<file path="src/rtl/multi_rate_divider_pkg.sv">
// Shared constants and helpers for the multi-channel rate divider.
package multi_rate_divider_pkg;

  localparam logic MODE_PERIODIC = 1'b0;
  localparam logic MODE_ONESHOT  = 1'b1;

  // Channel-select width; a single channel still needs one select bit.
  function automatic int ch_width(input int n);
    return (n > 1) ? $clog2(n) : 1;
  endfunction

endpackage

</file>
<file path="src/rtl/multi_rate_divider_if.sv">
// Period/mode write port shared by all channels of the divider.
interface multi_rate_divider_if
  import multi_rate_divider_pkg::*;
#(
  parameter int NUM_CH = 4,
  parameter int WIDTH  = 32
);
  localparam int CH_W = ch_width(NUM_CH);

  logic             wr_en;
  logic [CH_W-1:0]  wr_ch;
  logic [WIDTH-1:0] wr_period;
  logic             wr_mode;
  logic             wr_restart;

  modport master (output wr_en, wr_ch, wr_period, wr_mode, wr_restart);
  modport slave  (input  wr_en, wr_ch, wr_period, wr_mode, wr_restart);
endinterface

</file>
<file path="src/rtl/multi_rate_divider_rate_channel.sv">
// One down-counting channel: period/mode registers, live count, tick and
// sticky one-shot done flag.
module rate_channel
  import multi_rate_divider_pkg::*;
#(
  parameter int               WIDTH          = 32,
  parameter logic [WIDTH-1:0] DEFAULT_PERIOD = '0
) (
  input  logic             clk,
  input  logic             reset,
  input  logic             wr_stb_i,
  input  logic [WIDTH-1:0] wr_period_i,
  input  logic             wr_mode_i,
  input  logic             wr_restart_i,
  input  logic             enable_i,
  output logic             tick_o,
  output logic             done_o,
  output logic [WIDTH-1:0] count_o
);

  logic [WIDTH-1:0] period_q, period_d;
  logic [WIDTH-1:0] count_q,  count_d;
  logic [WIDTH-1:0] reload;
  logic             mode_q,   mode_d;
  logic             tick_q,   tick_d;
  logic             done_q,   done_d;

  // Next-state: restart write > disable > frozen one-shot > terminal > decrement.
  always_comb begin
    period_d = period_q;
    mode_d   = mode_q;
    count_d  = count_q;
    tick_d   = 1'b0;
    done_d   = done_q;
    // A write landing on a reload edge must reload the new period.
    reload   = wr_stb_i ? wr_period_i : period_q;

    if (wr_stb_i) begin
      period_d = wr_period_i;
      mode_d   = wr_mode_i;
    end

    if (wr_stb_i && wr_restart_i) begin
      count_d = wr_period_i;
      done_d  = 1'b0;
    end else if (!enable_i) begin
      count_d = reload;
      done_d  = 1'b0;
    end else if (mode_q == MODE_ONESHOT && done_q) begin
      // Fired one-shot: count stays frozen until re-armed.
      count_d = count_q;
    end else if (count_q == '0) begin
      count_d = reload;
      tick_d  = 1'b1;
      if (mode_q == MODE_ONESHOT) done_d = 1'b1;
    end else begin
      count_d = count_q - WIDTH'(1);
    end

    // Any write re-arms the channel, including a non-restarting one.
    if (wr_stb_i && !wr_restart_i) done_d = 1'b0;
  end

  // State registers with synchronous reset.
  always_ff @(posedge clk) begin
    if (reset) begin
      period_q <= DEFAULT_PERIOD;
      mode_q   <= MODE_PERIODIC;
      count_q  <= DEFAULT_PERIOD;
      tick_q   <= 1'b0;
      done_q   <= 1'b0;
    end else begin
      period_q <= period_d;
      mode_q   <= mode_d;
      count_q  <= count_d;
      tick_q   <= tick_d;
      done_q   <= done_d;
    end
  end

  assign tick_o  = tick_q;
  assign done_o  = done_q;
  assign count_o = count_q;

endmodule

</file>
<file path="src/rtl/multi_rate_divider.sv">
// NUM_CH independent programmable rate dividers behind one write port.
module multi_rate_divider
  import multi_rate_divider_pkg::*;
#(
  parameter int               NUM_CH         = 4,
  parameter int               WIDTH          = 32,
  parameter logic [WIDTH-1:0] DEFAULT_PERIOD = '0
) (
  input  logic                    clk,
  input  logic                    reset,
  multi_rate_divider_if.slave     wr,
  input  logic [NUM_CH-1:0]       ch_enable,
  output logic [NUM_CH-1:0]       tick,
  output logic [NUM_CH-1:0]       done,
  output logic [NUM_CH*WIDTH-1:0] count
);

  // Write decode: selects that match no channel fall through as no-ops.
  for (genvar i = 0; i < NUM_CH; i++) begin : g_ch
    logic wr_stb;
    assign wr_stb = wr.wr_en && (32'(wr.wr_ch) == i);

    rate_channel #(
      .WIDTH          (WIDTH),
      .DEFAULT_PERIOD (DEFAULT_PERIOD)
    ) u_ch (
      .clk          (clk),
      .reset        (reset),
      .wr_stb_i     (wr_stb),
      .wr_period_i  (wr.wr_period),
      .wr_mode_i    (wr.wr_mode),
      .wr_restart_i (wr.wr_restart),
      .enable_i     (ch_enable[i]),
      .tick_o       (tick[i]),
      .done_o       (done[i]),
      .count_o      (count[i*WIDTH +: WIDTH])
    );
  end

endmodule

</file>
<file path="src/flat_wrapper.sv">
// flat-port wrapper written by rule: the top's interface ports become plain ports
module multi_rate_divider_flat import multi_rate_divider_pkg::*;
#(
  parameter int               NUM_CH         = 4,
  parameter int               WIDTH          = 32,
  parameter logic [WIDTH-1:0] DEFAULT_PERIOD = '0
)
  (clk, reset, ch_enable, tick, done, count, wr_wr_en, wr_wr_ch, wr_wr_period, wr_wr_mode, wr_wr_restart);
  multi_rate_divider_if #(.NUM_CH(NUM_CH), .WIDTH(WIDTH)) wr_i ();
  input  logic clk;
  input  logic reset;
  input  logic [NUM_CH-1:0] ch_enable;
  output logic [NUM_CH-1:0] tick;
  output logic [NUM_CH-1:0] done;
  output logic [NUM_CH*WIDTH-1:0] count;
  input wire logic [$bits(wr_i.wr_en)-1:0] wr_wr_en;
  input wire logic [$bits(wr_i.wr_ch)-1:0] wr_wr_ch;
  input wire logic [$bits(wr_i.wr_period)-1:0] wr_wr_period;
  input wire logic [$bits(wr_i.wr_mode)-1:0] wr_wr_mode;
  input wire logic [$bits(wr_i.wr_restart)-1:0] wr_wr_restart;
  assign wr_i.wr_en = wr_wr_en;
  assign wr_i.wr_ch = wr_wr_ch;
  assign wr_i.wr_period = wr_wr_period;
  assign wr_i.wr_mode = wr_wr_mode;
  assign wr_i.wr_restart = wr_wr_restart;
  multi_rate_divider #(.NUM_CH(NUM_CH), .WIDTH(WIDTH), .DEFAULT_PERIOD(DEFAULT_PERIOD)) u_core (.clk(clk), .reset(reset), .wr(wr_i), .ch_enable(ch_enable), .tick(tick), .done(done), .count(count));
endmodule
</file>
<file path="config.mk">
export PLATFORM = sky130hd
export DESIGN_NAME = multi_rate_divider_flat
export DESIGN_NICKNAME = d
export VERILOG_FILES = /design/src/rtl/multi_rate_divider_pkg.sv /design/src/rtl/multi_rate_divider_if.sv /design/src/rtl/multi_rate_divider_rate_channel.sv /design/src/rtl/multi_rate_divider.sv /design/src/flat_wrapper.sv
export SDC_FILE = /design/constraint.sdc
export NUM_CORES = 1
export LEC_CHECK = 0
export CAP_MARGIN = 40
export CELL_PAD_IN_SITES_DETAIL_PLACEMENT = 2
export CELL_PAD_IN_SITES_GLOBAL_PLACEMENT = 2
export CORE_MARGIN = 2
export CORE_UTILIZATION = 39
export CTS_BUF_LIST = sky130_fd_sc_hd__clkbuf_8
export CTS_CLUSTER_DIAMETER = 150
export DETAILED_ROUTE_END_ITERATION = 8
export PLACE_DENSITY = 0.88
export SLEW_MARGIN = 20
export SYNTH_ARGS = -nofsm -noshare
export SYNTH_HDL_FRONTEND = slang
export SYNTH_HIERARCHICAL = 1
export SYNTH_SLANG_ARGS = --single-unit
</file>
<file path="constraint.sdc">
create_clock -name clk -period 7 [get_ports clk]
set_input_delay 1.4 -clock clk [delete_from_list [all_inputs] [get_ports clk]]
set_output_delay 1.4 -clock clk [all_outputs]
set_load 0.05 [all_outputs]
</file>
[Yosys cells after proc, flatten, opt, wreduce, memory -nomap -nowiden]
Cells that the tools add are included.
Word-level totals
  bits in registers: 268
  latch bits: 0
  bits in writable memories: 0
  memory bits (read-only): 0
  input port bits: 43
  memories: 0
Cells by class
  add/sub/neg operators: 4
  $mul: 0
  div/mod/pow operators: 0
  order comparisons: 0
  equality and inequality tests: 7
  shift-type cells: 0
  mux-type cells: 24
  bitwise logic cells: 8
  reduce and logical (&&, ||, !) cells: 34
Operators by type and width (number)
  32-bit 2-to-1 mux: 20
  32-bit zero test: 4
  32-bit by 1-bit subtractor with 32-bit output, second input constant: 4
  4-bit OR reduction: 8
  1-bit logical AND: 16
  3-bit != test, second input constant: 4
  3-bit AND reduction: 4
  1-bit inverter: 8
  2-bit == test, second input constant: 2
  1-bit 2-to-1 mux: 4
  2-bit by 1-bit == test with 1-bit output, second input constant: 1
  2-bit zero test: 1
  1-bit zero test: 1

[Depth between registers and ports, before layout]
Gate-level depths: netlist of run 1.
  word-level depth: 7
  depth in mapped cells: 10

[Hierarchy]
The synthesis of run 1 kept the hierarchy.
By module, submodules not included
  rate_channel at u_core.g_ch[1].u_ch ...: instances 3, cells each 395, area each 3676.0 um^2, sequential area each 1341.3 um^2
  rate_channel at u_core.g_ch[0].u_ch: instances 1, cells each 405, area each 3594.7 um^2, sequential area each 1341.3 um^2
  multi_rate_divider: instances 1, cells each 4, area each 37.5 um^2, sequential area each 0.0 um^2

[Worst setup path after synthesis of run 1]
No wires, ideal clock.
  kind: input-to-reg
  start point: in wr_wr_en
  end point: reg u_core.g_ch[3].u_ch.count_q[13]
  arrival time: 3266 ps
  data required time: 6862 ps
  slack: 3597 ps
  stages on the path: 8
  path buffers: 3
  cell sequence: and3_2 -> clkbuf_1 -> nand2_1 -> nand4_2 -> nand2_1 -> buf_1 -> clkbuf_1 -> o22ai_2
On the way
  cells in the longest elaborated chain, start to end: 6
  elaborated cells between the ends (all ways): 8
  those cells by class: eq/ne: 1; mux: 5; reduce/logical: 2
RTL lines
  from (decl): RTL line flat_wrapper.sv:16  | input wire logic [$bits(wr_i.wr_en)-1:0] wr_wr_en;
  1-bit logical AND (*): RTL line multi_rate_divider.sv:21  | assign wr_stb = wr.wr_en && (32'(wr.wr_ch) == i);
  32-bit 2-to-1 mux: RTL line multi_rate_divider_rate_channel.sv:36  | reload = wr_stb_i ? wr_period_i : period_q;
  32-bit 2-to-1 mux: RTL line multi_rate_divider_rate_channel.sv:52  | end else if (count_q == '0) begin
  32-bit 2-to-1 mux: RTL line multi_rate_divider_rate_channel.sv:49  | end else if (mode_q == MODE_ONESHOT && done_q) begin
  32-bit 2-to-1 mux: RTL line multi_rate_divider_rate_channel.sv:46  | end else if (!enable_i) begin
  32-bit 2-to-1 mux: RTL line multi_rate_divider_rate_channel.sv:43  | if (wr_stb_i && wr_restart_i) begin
  to (signal assigned): RTL line multi_rate_divider_rate_channel.sv:75  | count_q <= count_d;
  to (decl): RTL line multi_rate_divider_rate_channel.sv:22  | logic [WIDTH-1:0] count_q, count_d;
Every way passes the cells marked *; elsewhere a longest branch is shown, timed or not. The select of a mux whose other input is x is not followed.
A chain may end at the register's enable or synchronous reset.

[Worst setup path after layout of run 1]
  start point: in wr_wr_ch[1]
  end point: reg u_core.g_ch[2].u_ch.count_q[17]
On the way
  cells in the longest elaborated chain, start to end: 7
  elaborated cells between the ends (all ways): 9
  those cells by class: eq/ne: 2; mux: 5; reduce/logical: 2
RTL lines
  from (decl): RTL line flat_wrapper.sv:17  | input wire logic [$bits(wr_i.wr_ch)-1:0] wr_wr_ch;
  2-bit == test (*): RTL line multi_rate_divider.sv:21
  1-bit logical AND (*): RTL line multi_rate_divider.sv:21
  named net u_core.g_ch[2].wr_stb: RTL line multi_rate_divider.sv:20  | logic wr_stb;
  32-bit 2-to-1 mux: RTL line multi_rate_divider_rate_channel.sv:36
  32-bit 2-to-1 mux: RTL line multi_rate_divider_rate_channel.sv:52
  32-bit 2-to-1 mux: RTL line multi_rate_divider_rate_channel.sv:49
  32-bit 2-to-1 mux: RTL line multi_rate_divider_rate_channel.sv:46
  32-bit 2-to-1 mux: RTL line multi_rate_divider_rate_channel.sv:43
  to (signal assigned): RTL line multi_rate_divider_rate_channel.sv:75
  to (decl): RTL line multi_rate_divider_rate_channel.sv:22
The timed path passes the listed nets; every way through them passes the cells marked *. The select of a mux whose other input is x is not followed.

==> metrics.md, run 1 <==
| Metric | Value |
|---|---|
| Crit Path Class | `input port to register` |
| Syn nets | `roughly 1600` |
| Cells after synthesis | `around 1600` |
| Setup TNS | `0 ns` |
| Top FF cell, synth | `dfxtp_1` |
| Nets | `between 1500 and 2000` |
| WP data arrival | `about 5.0 ns` |
| Drt drc | `0` |
| Hold/Removal Path Class | `register to register` |
| CTS tree | `yes` |
| Drt initial violations | `around 1000` |
| Final setup margin | `approximately 2.5 ns` |
| Post-DP HPWL | `39.6 mm` |
| Status | `complete, no violations` |
| Area contributors post-synth | `dfxtp_1 37%, mux2i_1 8.1%, nor2_1 5.8%` |
| Hold-fix buffers, CTS | `0` |
| Setup Buffers After CTS | `0` |
| Grt ovf | `0` |
| Die Span Y | `between 150 and 200 um` |
| Core footprint | `between 30000 and 40000 um2` |
| Clock sink total | `268` |
| Period minus WS final | `roughly 4.5 ns` |
| CTS buffer count | `49` |
| Critical path required time | `about 7.5 ns` |
| Via Count | `roughly 14000` |
| Top cells by count, synth | `268 x dfxtp_1, 226 x nor2_1, 119 x mux2i_1` |
| Gr usage total | `between 30% and 40%` |
| H-tree depth | `2` |
| Crit path top cell by count | `buf_4` |
| Clock slew at reported path FFs | `0.07 ns` |
| Root buffer cell | `clkbuf_8` |
| Vias in the first global route | `around 16000` |
| Post-Syn Area | `around 15000 um2` |
| Seq. cell area | `5370 um2` |
| Crit start category | `input port` |
| Final hold viol count | `0` |
| Least-Margin Pin Slew | `about 0.99 ns` |
| Top cell type's share of synthesized area | `between 30% and 40%` |
| CP cell instances | `clkdlybuf4s50_1, and3b_2, buf_4, and2_0, buf_4, nor2_1, nand2_1, buf_4, o32a_1, o31ai_1` |
| TritonRoute pass-1 iters | `5` |
| Total of max-cap violations | `0` |
| Total Wirelength | `roughly 63 mm` |
| Asr flop ratio synth | `0%` |
| Final-layout fill cell count | `around 4000` |
| Post-CTS sizing | `0` |
| Top-count cell post-synth | `dfxtp_1` |
| Max frequency | `around 220 MHz` |
| Initial core utilization | `between 30 and 40%` |
| Ys Warns | `6` |
| Post-DRT Antenna Nets | `0` |
| Routed vias/inst | `approximately 6.2` |
| Port bufs | `~180` |
| Die area | `approximately 39000 um2` |
| Leak pwr | `between 6 and 7 nW` |
| Slowest CP cell | `and3b_2` |
| Synth Register Bits | `~270` |
| # setup viols final | `0` |
| Setup WS pre-CTS | `roughly 1.8 ns` |
| First-pass GRT wire length | `~96 mm` |
| Fraction of the cycle the final worst path needs | `64.6%` |
| Diode count | `0` |
| Clock Tree Buf Depth | `3` |
| Final clock skew | `between 0.03 and 0.04 ns` |
| Area grow syn2layout | `21.4%` |
| Antenna violations before repair | `0` |
| CP Capture Type | `register` |
| Worst-skew pair later-pin latency | `a little over 0.6 ns` |
| Share of cells above drive strength 1 | `around 14%` |
| Crit-path max cell delay | `0.61 ns` |
| Pin count of the biggest net entering global routing | `76` |
| Core Rows | `between 70 and 80` |
| Power per cell area | `between 200 and 300 nW/um2` |
| Top-Level Pins | `179` |
| Multi-input gate area | `8680 um2` |
| Slack of the worst reg-to-reg path | `approximately 4 ns` |
| Yosys cell types | `76` |
| Average size of a mapped cell | `about 9 um2` |
| Post-synth EDFFs | `0` |
| Sequential area share after synthesis | `roughly 37%` |
| Die extent in x | `approximately 200 um` |
| Gpl congestion | `between 0.8 and 0.9` |
| Max_slew headroom | `between 30% and 40%` |
| Yosys top cell by area | `dfxtp_1` |
| Worst vdd ir | `roughly 0.19 mV` |
| Routed WL per cell | `about 28 um` |
| Worst-path fanout max | `31` |
| Final max-slew violation count | `0` |
| RSZ-0062 raised after global routing | `false` |
==> power breakdown <==
group | leakage, nW | total, mW | internal, mW | switching (mW)
logic | 3.57 | 1.63 | 0.600 | 1.03
clock network | 0.589 | 1.57 | 0.838 | 0.736
registers | 2.19 | 1.81 | 1.63 | 0.182
==> state kept, by name, summed over array words and instances (netlist names) <==
signal                     flops
u_core/g_ch.u_ch/tick_o        4
u_core/g_ch.u_ch/mode_q        4
u_core/g_ch.u_ch/done_o        4
u_core/g_ch.u_ch/period_q    128
u_core/g_ch.u_ch/count_o     128
==> layout by cell type, fill, tap and decap left out, drive strengths merged, types with 50 or more instances in the layout <==
cell / Yosys / final
a22oi: 102 / 102
clkbuf: 86 / 68
clkdlybuf4s50: 0 / 177
dfxtp: 268 / 268
mux2: 50 / 50
mux2i: 119 / 119
nand2: 72 / 72
nor2: 227 / 227
nor3: 63 / 63
o22ai: 52 / 52
xnor2: 60 / 60
==> critical path: cells and delay by family <==
family / cells / cell delay (ns)
buf+inv: 4 / 1.77
simple gates: 4 / 1.53
compound gates: 2 / 0.30
==> cells by family (layout without fill, tap and decap cells) <==
logic type | Yosys count | count (layout) | share of synthesized area, %
AND/OR/NAND/NOR | 549 | 549 | 20.3
AO/OA/AOI/OAI | 361 | 361 | 19.2
flip-flops | 268 | 268 | 36.6
multiplexers | 169 | 169 | 12.7
buffers and inverters | 135 | 316 | 4.30
XOR/XNOR | 104 | 104 | 6.21
adder cells (fa/ha/maj) | 8 | 8 | 0.683
==> through the flow <==
stage          instances  hold slack [ns]  utilization [%]  power, mW  cell area (um2)
2_1_floorplan       1594            0.451                -       2.90            14700
3_3_place_gp        2150            0.466             44.6       3.33            16700
3_5_place_dp        2154            0.484             44.7       3.40            16700
4_1_cts             2243            0.502             47.4       5.02            17700
5_1_grt             2249            0.517             47.7       5.23            17800
6_report            2249            0.497             47.7       5.02            17800
==> worst paths after layout <==
check / startpoint / endpoint / cells past startpoint
worst min-delay path: u_core/g_ch[1].u_ch/period_q[5] / u_core/g_ch[1].u_ch/period_q[5] / 2
worst min register to register: u_core/g_ch[1].u_ch/period_q[5] / u_core/g_ch[1].u_ch/period_q[5] / 2
worst max register to register: u_core/g_ch[0].u_ch/count_o[0] / u_core/g_ch[0].u_ch/count_o[16] / 8
worst max-delay path: wr_wr_ch[1] / u_core/g_ch[2].u_ch/count_o[17] / 10
==> routing by layer <==
| metal | part of all wire (%) | vias to the layer above | GRT usage [%] |
|---|---|---|---|
| met5 | 0 | - | 0 |
| met4 | 4.2 | 0 | 14.1 |
| met3 | 5.0 | 137 | 4.56 |
| met2 | 48 | 498 | 53.9 |
| met1 | 43 | 7198 | 40.9 |
| li1 | - | 6198 | - |
==> cell type report <==
cell class / instances / share of cell area, %
Clock buffer: 66 / 5.11
Tap cell: 474 / 3.33
Sequential cell: 268 / 30.2
Timing Repair Buffer: 211 / 11.8
Inverter: 16 / 0.338
Multi-Input combinational cell: 1191 / 48.8
Clock inverter: 23 / 0.549
(Power assumes the default switching activity.)
==> run 2: changes to the inputs <==
Settings changed: CORE_UTILIZATION 39 to 36, PLACE_DENSITY 0.88 to 0.82.
Clock period 7 ns to 4.7 ns, I/O delays scaled along.
==> run 2 against run 1 <==
Cell count rose by 2.6%. Non-clock buffer count rose by 12. First-iteration DRC count fell by 32%. Sequential share of layout area fell by 0.15 points. Hold slack got worse by 0.0072 ns. Clock skew fell by 0.015 ns. Largest cell class unchanged. Final area rose by 0.51%. Register-to-register slack got worse by 2.2 ns. Core utilization fell by 3.0 points.
==> metrics.md, run 2 (same netlist as run 1, synthesis figures left out) <==
| Metric | Value |
|---|---|
| Dpl cell area | `16900 um2 (+1.0%)` |
| Power per cell area | `412 nW/um2 (+46%)` |
| Commonest non-fill, non-tap cell in the layout | `dfxtp_1` |
| Antenna violations before repair | `1 (+1)` |
| Most frequent cells in the layout | `268 x dfxtp_1, 225 x nor2_1, 177 x clkdlybuf4s50_1` |
| Finished Layout Cells | `2307 (+2.6%)` |
| Diode count | `0 (unchanged)` |
| TritonRoute pass-1 iters | `5 (unchanged)` |
| Root buffer cell | `clkbuf_8` |
| Total of max-cap violations | `0 (unchanged)` |
| Die extent in x | `206 um (+4.0%)` |
| Routed vias/inst | `5.98 (-4.2%)` |
| Clock Tree Buf Depth | `3 (unchanged)` |
| H-tree depth | `2 (unchanged)` |
| Setup TNS | `0 ns (unchanged)` |
| Max frequency | `around 290 MHz` |
| Setup Buffers After CTS | `0 (unchanged)` |
| RSZ-0062 raised after global routing | `false` |
| Drt initial violations | `707 (-32%)` |
| Final instance area | `17900 um2 (+0.51%)` |
| Placed Cells | `2216 (+2.9%)` |
| Status | `complete, no violations` |
| Fraction of the cycle the final worst path needs | `around three quarters` |
| Worst vdd ir | `0.221 mV (+18%)` |
| Hold-fix buffers, CTS | `0 (unchanged)` |
| # setup viols final | `0 (unchanged)` |
| Port bufs | `178 (unchanged)` |
| Design Power | `7.36 mW (+47%)` |
| CTS buffer count | `50 (+2.0%)` |
| Nets | `1801 (+0.73%)` |
| CP Capture Type | `register` |
| Initial core utilization | `36.6% (-2.6 points)` |
| Period minus WS final | `~3.4 ns` |
| Top-Level Pins | `179 (unchanged)` |
| Setup WS pre-CTS | `0.695 ns (-1.15 ns)` |
| Post-CTS sizing | `0 (unchanged)` |
| Core Rows | `73 (+2.8%)` |
| First-pass GRT wire length | `91.6 mm (-5.0%)` |
| Crit start category | `input port` |
| Post-DRT Antenna Nets | `0 (unchanged)` |
| Post-DP HPWL | `40.3 mm (+1.7%)` |
| Least-Margin Pin Slew | `0.955 ns (-0.0351 ns)` |
| Leak pwr | `6.37 nW (+0.40%)` |
| Final setup margin | `1.26 ns (-1.22 ns)` |
| Max_slew headroom | `36.1% (+3.8 points)` |
| CTS tree | `yes` |
| Clock slew at reported path FFs | `0.06 ns (about the same)` |
| Hold Crit Depth | `2 (unchanged)` |
| Final max-slew violation count | `0 (unchanged)` |
| Worst-skew pair later-pin latency | `0.63 ns (about the same)` |
| WP data arrival | `3.94 ns (-1.09 ns)` |
| Clock sink total | `268 (unchanged)` |
| Vias in the first global route | `14800 (-5.0%)` |
| Worst R2R Path Depth | `7 (-1)` |
| Pin count of the biggest net entering global routing | `96 (+26%)` |
| Gpl congestion | `0.802 (-4.3%)` |
| Final hold viol count | `0 (unchanged)` |
| Critical path required time | `5.20 ns (-2.31 ns)` |
| Via Count | `13800 (-1.7%)` |
| Hold/Removal Path Class | `register to register` |
| Worst-path fanout max | `14 (-55%)` |
| Crit Path Class | `input port to register` |
| Total Wirelength | `61.0 mm (-3.3%)` |
| Drt drc | `0 (unchanged)` |
| Die Span Y | `206 um (+4.0%)` |
| Routed WL per cell | `26.4 um (-5.8%)` |
| Gr usage total | `28.4% (-3.7 points)` |
| Area grow syn2layout | `22.0%` |
| Core footprint | `40000 um2 (+7.2%)` |
| Share of cells above drive strength 1 | `14.6% (+0.34 points)` |
| Grt ovf | `0 (unchanged)` |
| Final clock skew | `0.0166 ns (-0.0153 ns)` |
| Die area | `42400 um2 (+8.2%)` |
## run 2: changes by cell type in the layout (fill, tap and decap cells not counted), moves of 2 or more
cell,delta
buf_8,+2
buf_2,-2
clkbuf_2,+4
clkbuf_8,-2
buf_4,+11
clkinv_2,-4
## run 2: cell type report
class,count,area [um2]
well taps,525,657
inverters,16,60.1
multi-input cells,1191,8680
repair buffers,223,2160
flip-flops and latches,268,5370
fillers,4370,22100
clock buffers,64,881
clock inverters,20,80.1
## run 2: per-stage QoR
step / util [%] / hold slack [ns]
after floorplan: - / 0.451
after global placement: 42.0 / 0.465
after detailed placement: 42.1 / 0.482
after CTS: 44.5 / 0.496
after global routing: 44.7 / 0.514
final: 44.7 / 0.490
## run 2: power breakdown
group	total, mW	leakage (nW)	switching [mW]	internal, mW
combinational	2.40	3.62	1.51	0.898
sequential	2.70	2.19	0.262	2.43
clock	2.26	0.560	1.06	1.20
total	7.36	6.37	2.83	4.53
## run 2: worst max-delay path, stage by stage
cell and delay, ns:
clkdlybuf4s50_1 0.51, nor3b_4 0.61, nand2_1 0.52, and2_2 0.44
nand2b_1 0.39, buf_4 0.29, o32a_1 0.17, o31ai_1 0.06
## run 2: routing by layer
metal	wire length, um	vias to the layer above	track usage, %
met5	0	-	0
met4	2430	0	12.5
met3	2890	111	4.74
met2	28600	380	46.3
met1	27100	7081	36.8
li1	-	6221	-
## run 2: worst paths after layout
| kind | end | slack, ns | start |
|---|---|---|---|
| worst max register to register | u_core/g_ch[0].u_ch/count_o[16] | 1.75 | u_core/g_ch[0].u_ch/count_o[0] |
| worst min register to register | u_core/g_ch[0].u_ch/period_q[2] | 0.49 | u_core/g_ch[0].u_ch/period_q[2] |
| worst min-delay path | u_core/g_ch[0].u_ch/period_q[2] | 0.49 | u_core/g_ch[0].u_ch/period_q[2] |
| worst max-delay path | u_core/g_ch[0].u_ch/count_o[17] | 1.26 | wr_wr_en |
==> run 3: changes to the inputs <==
Clock period 4.7 ns to 3.23 ns, I/O delays scaled along.
==> run 3 against run 2 <==
Global-route usage up 0.73 points. Worst setup slack got worse by 0.90 ns. Power grew 48%. Routed wire length up 1.8%. Non-clock buffer count rose by 25. Cell count grew 1.3%. Die area is the same. Sequential power rose by 45%. Clock power grew 50%. First-iteration DRC count up 27%. Critical path type is now register to register.
==> metrics.md, run 3 (same netlist as run 1, synthesis figures left out) <==
| Metric | Value |
|---|---|
| Vias in the first global route | `15100 (+2.1%)` |
| Placed Cells | `2248 (+1.4%)` |
| Crit start category | `register` |
| Total of max-cap violations | `0 (unchanged)` |
| CP Capture Type | `register` |
| Gr usage total | `29.1% (+0.73 points)` |
| Die extent in x | `206 um (unchanged)` |
| Hold-fix buffers, CTS | `0 (unchanged)` |
| Hold/Removal Path Class | `register to register` |
| Max_slew headroom | `37.7% (+1.6 points)` |
| TritonRoute pass-1 iters | `5 (unchanged)` |
| Top-Level Pins | `179 (unchanged)` |
| Setup WS pre-CTS | `-0.0174 ns (-0.712 ns)` |
| Finished Layout Cells | `2338 (+1.3%)` |
| Routed WL per cell | `26.6 um (+0.49%)` |
| Final clock skew | `0.0267 ns (+0.0100 ns)` |
| Drt drc | `0 (unchanged)` |
| Final setup margin | `0.360 ns (-0.898 ns)` |
| Drt initial violations | `900 (+27%)` |
| Critical path required time | `3.80 ns (-1.40 ns)` |
| Most frequent cells in the layout | `268 x dfxtp_1, 225 x nor2_1, 177 x clkdlybuf4s50_1` |
| Clock sink total | `268 (unchanged)` |
| Gpl congestion | `0.805 (+0.30%)` |
| Clock slew at reported path FFs | `0.06 ns (about the same)` |
| Commonest non-fill, non-tap cell in the layout | `dfxtp_1` |
| Core Rows | `73 (unchanged)` |
| H-tree depth | `2 (unchanged)` |
| Fraction of the cycle the final worst path needs | `just under 90%` |
| Worst-skew pair later-pin latency | `0.64 ns (about the same)` |
| Final-layout fill cell count | `4318 (-1.2%)` |
| Crit Path Class | `register to register` |
| Initial core utilization | `36.6% (unchanged)` |
| Final hold viol count | `0 (unchanged)` |
| Period minus WS final | `2.87 ns` |
| RSZ-0062 raised after global routing | `false` |
| Antenna violations before repair | `2 (+1)` |
| Area grow syn2layout | `23.9%` |
| Via Count | `14000 (+1.5%)` |
| Worst-path fanout max | `11 (-3)` |
| Worst vdd ir | `0.327 mV (+48%)` |
| Root buffer cell | `clkbuf_8` |
| Grt ovf | `0 (unchanged)` |
| Routed vias/inst | `5.99 (+0.15%)` |
| Die Span Y | `206 um (unchanged)` |
| Post-DP HPWL | `41.3 mm (+2.5%)` |
| # setup viols final | `0 (unchanged)` |
| Post-CTS sizing | `0 (unchanged)` |
| Total Wirelength | `62.1 mm (+1.8%)` |
| Port bufs | `178 (unchanged)` |
| Core footprint | `40000 um2 (unchanged)` |
| Final max-slew violation count | `0 (unchanged)` |
| Clock Tree Buf Depth | `3 (unchanged)` |
| Post-DRT Antenna Nets | `0 (unchanged)` |
| Max frequency | `between 300 and 400 MHz` |
| Status | `complete, no violations` |
| First-pass GRT wire length | `93.8 mm (+2.4%)` |
| Share of cells above drive strength 1 | `16.0% (+1.4 points)` |
| Least-Margin Pin Slew | `0.931 ns (-0.0236 ns)` |
| Power per cell area | `598 nW/um2 (+45%)` |
| CTS tree | `yes` |
| Nets | `1826 (+1.4%)` |
| Pin count of the biggest net entering global routing | `71 (-26%)` |
| Die area | `42400 um2 (unchanged)` |
| Setup Buffers After CTS | `0 (unchanged)` |
| Leak pwr | `6.54 nW (+2.6%)` |
| CTS buffer count | `50 (unchanged)` |
| WP data arrival | `3.44 ns (-0.50 ns)` |
==> run 3: path summary, 6_finish.rpt <==
check / start / endpoint / slack (ns) / cells after the start
worst max-delay path: u_core/g_ch[3].u_ch/count_o[24] / u_core/g_ch[3].u_ch/count_o[1] / 0.36 / 6
worst min-delay path: u_core/g_ch[1].u_ch/period_q[6] / u_core/g_ch[1].u_ch/period_q[6] / 0.50 / 2
worst max register to register: u_core/g_ch[3].u_ch/count_o[24] / u_core/g_ch[3].u_ch/count_o[1] / 0.36 / 6
worst min register to register: u_core/g_ch[1].u_ch/period_q[6] / u_core/g_ch[1].u_ch/period_q[6] / 0.50 / 2
==> run 3: report_power, final <==
| part | total (mW) | internal (mW) | switching, mW |
|---|---|---|---|
| clock network | 3.40 | 1.83 | 1.57 |
| logic | 3.57 | 1.34 | 2.23 |
| registers | 3.91 | 3.54 | 0.366 |
==> run 3: layer usage <==
layer	up-vias	track usage [%]	wire length (um)
met4	2	12.6	2570
met1	7185	38.5	27700
met5	-	0	14
met3	110	4.45	3220
li1	6275	-	-
met2	428	47.1	28600
==> run 3: cell type report <==
cell class                 instances  area, um2  share of cell area [%]
multi-input combinational       1191       8680                    47.7
timing repair buffer             248       2400                    13.2
tap                              525        657                    3.61
clock buffer                      67        922                    5.07
clock inverter                    22       90.1                   0.496
inverter                          16       60.1                   0.331
antenna                            1       2.50                  0.0138
sequential                       268       5370                    29.5
==> run 3: critical path: stages (launching register included) <==
cell     delay [ns]
dfxtp_1        0.40
or4_1          0.64
nor3_2         0.33
nand4_2        0.33
nand2_1        0.58
mux2_2         0.40
o22ai_1        0.12
==> run 3: metrics by stage <==
step | total power, mW | area (um2) | hold slack, ns | util, % | setup TNS (ns)
2_1_floorplan | 6.28 | 14700 | 0.451 | - | 0
3_3_place_gp | 7.33 | 17200 | 0.465 | 42.9 | 0
3_5_place_dp | 7.46 | 17200 | 0.483 | 42.9 | -0.0174
4_1_cts | 10.9 | 18200 | 0.476 | 45.4 | 0
5_1_grt | 11.3 | 18200 | 0.523 | 45.4 | 0
6_report | 10.9 | 18200 | 0.495 | 45.4 | 0
